`config.mk`:
```
export PLATFORM = sky130hd
export DESIGN_NAME = pmem_burst_ctrl
export DESIGN_NICKNAME = d
export VERILOG_FILES = /design/src/rtl/pmem_burst_ctrl.sv
export SDC_FILE = /design/constraint.sdc
export NUM_CORES = 1
export LEC_CHECK = 0
export ABC_AREA = 1
export CELL_PAD_IN_SITES_DETAIL_PLACEMENT = 1
export CELL_PAD_IN_SITES_GLOBAL_PLACEMENT = 1
export CORE_ASPECT_RATIO = 1.2
export CORE_MARGIN = 5
export CORE_UTILIZATION = 19
export CTS_CLUSTER_DIAMETER = 120
export CTS_CLUSTER_SIZE = 25
export DETAILED_ROUTE_END_ITERATION = 10
export GPL_TIMING_DRIVEN = 0
export PLACE_DENSITY_LB_ADDON = 0.08
export SLEW_MARGIN = 30
export SYNTH_ARGS = -nofsm -noshare
export SYNTH_HDL_FRONTEND = slang
export SYNTH_SLANG_ARGS = --single-unit
```
`constraint.sdc`:
```
create_clock -name clk -period 2.55 [get_ports clk]
set_input_delay 0.255 -clock clk [delete_from_list [all_inputs] [get_ports clk]]
set_output_delay 0.255 -clock clk [all_outputs]
set_load 0.1 [all_outputs]
```
`src/rtl/pmem_burst_ctrl.sv`:
```
// Physical-memory burst controller: turns a 4-beat x 64-bit line burst into four single-beat SRAM accesses.
// Latency: first pmem_resp LATENCY+1 cycles after the request is sampled in IDLE; bursts are 4 back-to-back beats.
// Backpressure: none on the SRAM side; the requester holds pmem_read/pmem_write until the last beat. One DONE gap follows each burst.
// Optional build macro PMEM_BURST_STATS_EN adds rd_bursts/wr_bursts/busy_cycles counters.
module pmem_burst_ctrl #(
  parameter int LATENCY = 4,   // wait cycles before the first beat, 1..255
  parameter int ADDR_W  = 32,  // width of pmem_address
  parameter int RAM_AW  = 24   // SRAM word-address width (64-bit words)
) (
  input  logic              clk,
  input  logic              rst,
  input  logic              pmem_read,
  input  logic              pmem_write,
  input  logic [ADDR_W-1:0] pmem_address,
  input  logic [63:0]       pmem_wdata,
  output logic [63:0]       pmem_rdata,
  output logic              pmem_resp,
  output logic              ram_re,
  output logic              ram_we,
  output logic [RAM_AW-1:0] ram_addr,
  output logic [63:0]       ram_wdata,
  input  logic [63:0]       ram_rdata
`ifdef PMEM_BURST_STATS_EN
  ,
  output logic [31:0]       rd_bursts,
  output logic [31:0]       wr_bursts,
  output logic [31:0]       busy_cycles
`endif
);

  // Controller states
  localparam logic [2:0] S_IDLE   = 3'd0;
  localparam logic [2:0] S_WAIT   = 3'd1;
  localparam logic [2:0] S_RBURST = 3'd2;
  localparam logic [2:0] S_WBURST = 3'd3;
  localparam logic [2:0] S_DONE   = 3'd4;

  // A line is 32 bytes, so the line address drops the low 5 byte-address bits;
  // a word address is the line address with the 2-bit beat index appended.
  localparam int LINE_W = ADDR_W - 5;
  localparam int WORD_W = LINE_W + 2;

  // The wait counter is loaded with LATENCY-1 so that WAIT lasts LATENCY cycles.
  localparam logic [7:0] WCNT_INIT = 8'(LATENCY - 1);

  logic [2:0]        state;
  logic [2:0]        state_nxt;
  logic [LINE_W-1:0] line_addr;
  logic              op_read;
  logic [7:0]        wcnt;
  logic [1:0]        beat;
  logic              req;
  logic              wait_done;
  logic              last_beat;
  logic [WORD_W-1:0] cur_word;
  logic [WORD_W-1:0] next_word;

  // Byte-offset bits within a line carry no meaning for this controller.
  logic              unused_addr_bits;
  assign unused_addr_bits = ^pmem_address[4:0];

  assign req       = pmem_read | pmem_write;
  assign wait_done = (wcnt == 8'd0);
  assign last_beat = (beat == 2'd3);

  // Word addresses for the beat being transferred and for the SRAM read
  // issued one cycle ahead (the SRAM returns data the cycle after ram_re).
  assign cur_word  = {line_addr, beat};
  assign next_word = {line_addr, 2'(beat + 2'd1)};

  // Next-state selection
  always_comb begin
    state_nxt = state;
    case (state)
      S_IDLE: begin
        if (req) begin
          state_nxt = S_WAIT;
        end
      end
      S_WAIT: begin
        if (wait_done) begin
          state_nxt = op_read ? S_RBURST : S_WBURST;
        end
      end
      S_RBURST, S_WBURST: begin
        if (last_beat) begin
          state_nxt = S_DONE;
        end
      end
      S_DONE: begin
        // Requests are deliberately ignored here so the adaptor can drop its
        // request after the last beat without starting a phantom burst.
        state_nxt = S_IDLE;
      end
      default: begin
        state_nxt = S_IDLE;
      end
    endcase
  end

  // State register; reset aborts any burst in flight
  always_ff @(posedge clk or posedge rst) begin
    if (rst) begin
      state <= S_IDLE;
    end else begin
      state <= state_nxt;
    end
  end

  // Latch line address and operation at acceptance; read wins over write
  always_ff @(posedge clk or posedge rst) begin
    if (rst) begin
      line_addr <= '0;
      op_read   <= 1'b0;
    end else if (state == S_IDLE && req) begin
      line_addr <= pmem_address[ADDR_W-1:5];
      op_read   <= pmem_read;
    end
  end

  // First-beat delay counter: loaded on acceptance, counts down in WAIT
  always_ff @(posedge clk or posedge rst) begin
    if (rst) begin
      wcnt <= 8'd0;
    end else if (state == S_IDLE && req) begin
      wcnt <= WCNT_INIT;
    end else if (state == S_WAIT && !wait_done) begin
      wcnt <= wcnt - 8'd1;
    end
  end

  // Beat counter: advances every burst cycle, so it wraps 3->0 exactly on burst exit
  always_ff @(posedge clk or posedge rst) begin
    if (rst) begin
      beat <= 2'd0;
    end else if (state == S_RBURST || state == S_WBURST) begin
      beat <= beat + 2'd1;
    end
  end

  // Output decode; everything is forced to zero outside the states that use it,
  // which also makes the outputs drop in the same cycle as an async reset.
  always_comb begin
    pmem_resp  = 1'b0;
    pmem_rdata = 64'd0;
    ram_re     = 1'b0;
    ram_we     = 1'b0;
    ram_addr   = '0;
    ram_wdata  = 64'd0;
    case (state)
      S_WAIT: begin
        // Prefetch beat 0 in the last wait cycle so data lines up with the first resp.
        if (wait_done && op_read) begin
          ram_re   = 1'b1;
          ram_addr = RAM_AW'(cur_word);
        end
      end
      S_RBURST: begin
        pmem_resp  = 1'b1;
        pmem_rdata = ram_rdata;
        if (!last_beat) begin
          ram_re   = 1'b1;
          ram_addr = RAM_AW'(next_word);
        end
      end
      S_WBURST: begin
        pmem_resp = 1'b1;
        ram_we    = 1'b1;
        ram_addr  = RAM_AW'(cur_word);
        ram_wdata = pmem_wdata;
      end
      default: begin
      end
    endcase
  end

`ifdef PMEM_BURST_STATS_EN
  // Burst and occupancy counters; free-running, wrap at 2^32
  always_ff @(posedge clk or posedge rst) begin
    if (rst) begin
      rd_bursts   <= 32'd0;
      wr_bursts   <= 32'd0;
      busy_cycles <= 32'd0;
    end else begin
      if (state == S_RBURST && last_beat) begin
        rd_bursts <= rd_bursts + 32'd1;
      end
      if (state == S_WBURST && last_beat) begin
        wr_bursts <= wr_bursts + 32'd1;
      end
      if (state != S_IDLE) begin
        busy_cycles <= busy_cycles + 32'd1;
      end
    end
  end
`endif

endmodule
```
==> run_results.csv <==
group,metric,value,unit
run_status,outcome,"completed",
global_route,initial_antenna_violation_count,4,
route,detailedRoute.firstPassIterationCount,4,
synthesis,synth_fa_ha_area_share,1.15,%
route,wl_met1,7280,um
route,wl_met2,10000,um
global_route,first_global_vias,4685,
critical_path,end_kind,"output pin",
synthesis,post_synth_mux_area_share,0,%
finish,layout.filler_cells,2153,
clock_network,clk_path_buf_depth,2,
synthesis,netlist_instances,558,
global_route,gr-total-overflow,0,
clock_network,clock_latency,290,ps
clock_network,postCtsHoldBufs,0,
synthesis,yosysUniqueCellTypes,27,
route,top_layer,"met5",
flow_run,cap_viol_max_count,0,
synthesis,yosys_register_bits,36,
finish,area.sequential,901,sq um
sta,max_freq,411,MHz
power,leakage,3.65,nW
worst_hold_path,min_path_type,"input port to async pin",
synthesis,yosysMostFrequentCell,"sky130_fd_sc_hd__inv_1",
synthesis,synth-simple-area-share,35.8,%
sta,actual_transition_at_the_worst_max_transition_pin,575,ps
die,initial_utilization,19.3,%
power,power_per_cell_area,1470,nW/um^2
sta,final.period_utilization,95.4,%
synthesis,synth_xor_area_share,1.07,%
power,worst_ir_drop_vdd,0.665,mV
finish,layout.nets,1042,
sta,layout_setup_ws,118,ps
die,chipHeight,154,um
finish,layout-drive-gt1-share,28.1,%
clock_network,path_clk_slew,60,ps
route,drt_drc_violations_left,0,
critical_path,worst-endpoint-required,2300,ps
critical_path,cp_data_arrival_time,2180,ps
synthesis,post_synth_most_frequent_cells,"161 x sky130_fd_sc_hd__inv_1, 137 x sky130_fd_sc_hd__nor2_1, 78 x sky130_fd_sc_hd__nand2_1",
die,std_cell_rows,52,
finish,synth_to_layout_area_growth,98.5,%
clock_network,clock_tree.htree_level_count,2,
power,design_power_total,9.54,mW
synthesis,netlist_top_cells_area,"sky130_fd_sc_hd__dfrtp_1 28%, sky130_fd_sc_hd__inv_1 19%, sky130_fd_sc_hd__nor2_1 16%",
critical_path,r2r_cells,7,
critical_path,critical_path_class,"flip-flop to output pin",
sta,final.min_clock_period,2430,ps
die,design.die.area,19900,sq um
synthesis,ys.flop_type,"sky130_fd_sc_hd__dfrtp_1",
critical_path,worstSetupStartpointType,"flip-flop",
synthesis,mappedNetlistNets,725,
clock_network,cts_sinks,36,
critical_path,crit_path_max_fanout,10,
synthesis,yosys_warnings,0,
sta,grt_setup_unrepaired,"false",
global_route,first_pass_grt_wire_length,29000,um
placed_design,post_dp_hpwl,16900,um
global_route,track_usage,19.0,%
synthesis,synth_sequential_area_ratio,27.6,%
clock_network,clock-root-buffer,"sky130_fd_sc_hd__clkbuf_16",
die,core,16900,sq um
route,detailedRoute.firstIterationViolations,116,
finish,combined_area_of_the_multi_input_logic_cells,1660,sq um
synthesis,post_synth.cell_area_avg,5.84,sq um
sta,skew,5.35,ps
sta,max_slew_margin,61.9,%
synthesis,netlist.area_leader.share,27.6,%
placed_design,routabilityCongestion,0.903,
clock_network,cts-buffers-inserted,5,
synthesis,area_fraction_in_compound_gates_after_synthesis,10.6,%
placed_design,port_buffers,308,
sta,final-max-slew-violation-count,0,
route,vias,4576,
route,final_antenna_net_count,0,
synthesis,yosysTopAreaCell,"sky130_fd_sc_hd__dfrtp_1",
route,post_drt_wl_per_cell,18.1,um
synthesis,synth-edff-count,0,
die,die_x,130,um
synthesis,synth_top_family_by_area,"simple AND/OR/NAND/NOR gates",
synthesis,netlist_area,3260,sq um
sta,fin_hold_ws,297,ps
sta,finalSetupViolCount,0,
synthesis,ys_async_sr_fraction,100,%
placed_design,dp_worst_setup_slack,-443,ps
route,routed_wirelength,19800,um
sta,hold_violations,0,
die,io_pins,319,
clock_network,cts_tree,"yes",
route,met3_length,1900,um
route,drt-vias-per-instance,4.18,
global_route,grt_max_degree,20,
## critical path, stage by stage, from the launching register on
cell                              delay (ps)
sky130_fd_sc_hd__dfrtp_1                 410
sky130_fd_sc_hd__nor2_4                  260
sky130_fd_sc_hd__inv_2                   110
sky130_fd_sc_hd__nor2_4                  130
sky130_fd_sc_hd__inv_2                   110
sky130_fd_sc_hd__buf_2                   200
sky130_fd_sc_hd__nor2_1                  100
sky130_fd_sc_hd__clkdlybuf4s15_2         570
## repair_timing
item,CTS,global route
buffers inserted,0,1
resized for setup,493,77
pin swaps,0,1
cloned,0,0
endpoints found under the setup margin,126,66
## cell families (layout without fill, tap and decap cells)
logic type,Yosys count,count (layout)
fa+ha+maj,3,3
simple gates,264,264
compound gates,55,55
other cells,0,3
buf+inv,196,514
xor+xnor,4,4
flops,36,36
## layer usage
| metal | vias to the layer above | track usage [%] |
|---|---|---|
| li1 | 2254 | - |
| met1 | 2110 | 20.6 |
| met2 | 179 | 33.4 |
| met3 | 31 | 6.04 |
| met4 | 2 | 8.17 |
| met5 | - | 0 |
## cells in the final DEF (no fill, tap or decap), types with 4 or more instances in the layout
cell type	netlist	final
sky130_fd_sc_hd__xor2_1	4	4
sky130_fd_sc_hd__clkdlybuf4s50_1	0	153
sky130_fd_sc_hd__nand2_1	78	78
sky130_fd_sc_hd__clkbuf_16	0	5
sky130_fd_sc_hd__buf_2	17	99
sky130_fd_sc_hd__nand3_2	10	10
sky130_fd_sc_hd__inv_2	6	7
sky130_fd_sc_hd__nand4_1	6	6
sky130_fd_sc_hd__inv_1	161	160
sky130_fd_sc_hd__clkdlybuf4s15_2	0	38
sky130_fd_sc_hd__clkbuf_1	9	8
sky130_fd_sc_hd__nand3_1	21	21
sky130_fd_sc_hd__nor2_2	2	32
sky130_fd_sc_hd__buf_4	0	21
sky130_fd_sc_hd__dfrtp_1	36	36
sky130_fd_sc_hd__clkbuf_4	0	6
sky130_fd_sc_hd__nor2_4	4	4
sky130_fd_sc_hd__o21ai_0	24	23
sky130_fd_sc_hd__nor2_1	137	107
sky130_fd_sc_hd__clkdlybuf4s18_2	0	7
sky130_fd_sc_hd__o211ai_1	23	23
## registers in the layout, indices dropped and copies added (netlist names)
signal     cells
wcnt           8
state          3
line_addr     22
beat           2
op_read        1
## power breakdown
| group | switching, mW | internal, mW | leakage (nW) |
|---|---|---|---|
| registers | 0.247 | 0.846 | 0.449 |
| logic | 6.31 | 1.42 | 3.12 |
| clock network | 0.254 | 0.460 | 0.0809 |
## layout make-up
cell class / instances / share of cell area (%)
inverters: 167 / 9.68
repair buffers: 310 / 41.6
diodes: 3 / 0.116
clock inverters: 2 / 0.541
clock buffers: 6 / 1.99
flip-flops and latches: 36 / 13.9
multi-input cells: 326 / 25.7
plain buffers: 29 / 2.28
well taps: 216 / 4.17
## worst paths after layout
kind	startpoint	endpoint	slack, ps
setup / recovery	state[2]$_DFFE_PP0P_	ram_wdata[18]	120
max in group asynchronous	rst	line_addr[18]$_DFFE_PP0P_	1800
setup reg to reg	wcnt[0]$_DFFE_PP0P_	wcnt[3]$_DFFE_PP0P_	1050
min in group clk	line_addr[5]$_DFFE_PP0P_	line_addr[5]$_DFFE_PP0P_	510
hold / removal	rst	state[1]$_DFFE_PP0P_	300
hold reg to reg	line_addr[5]$_DFFE_PP0P_	line_addr[5]$_DFFE_PP0P_	510
## stage by stage
stage | utilization [%] | instances | cell area [sq um] | TNS, ps
3_5_place_dp | 39.0 | 1083 | 6570 | -29010
3_3_place_gp | 39.7 | 1082 | 6690 | -34000
2_1_floorplan | - | 558 | 3340 | -34780
6_report | 38.4 | 1095 | 6470 | 0
4_1_cts | 39.4 | 1091 | 6640 | 0
5_1_grt | 38.4 | 1095 | 6470 | 0
Power figures use the tool's default switching activity.
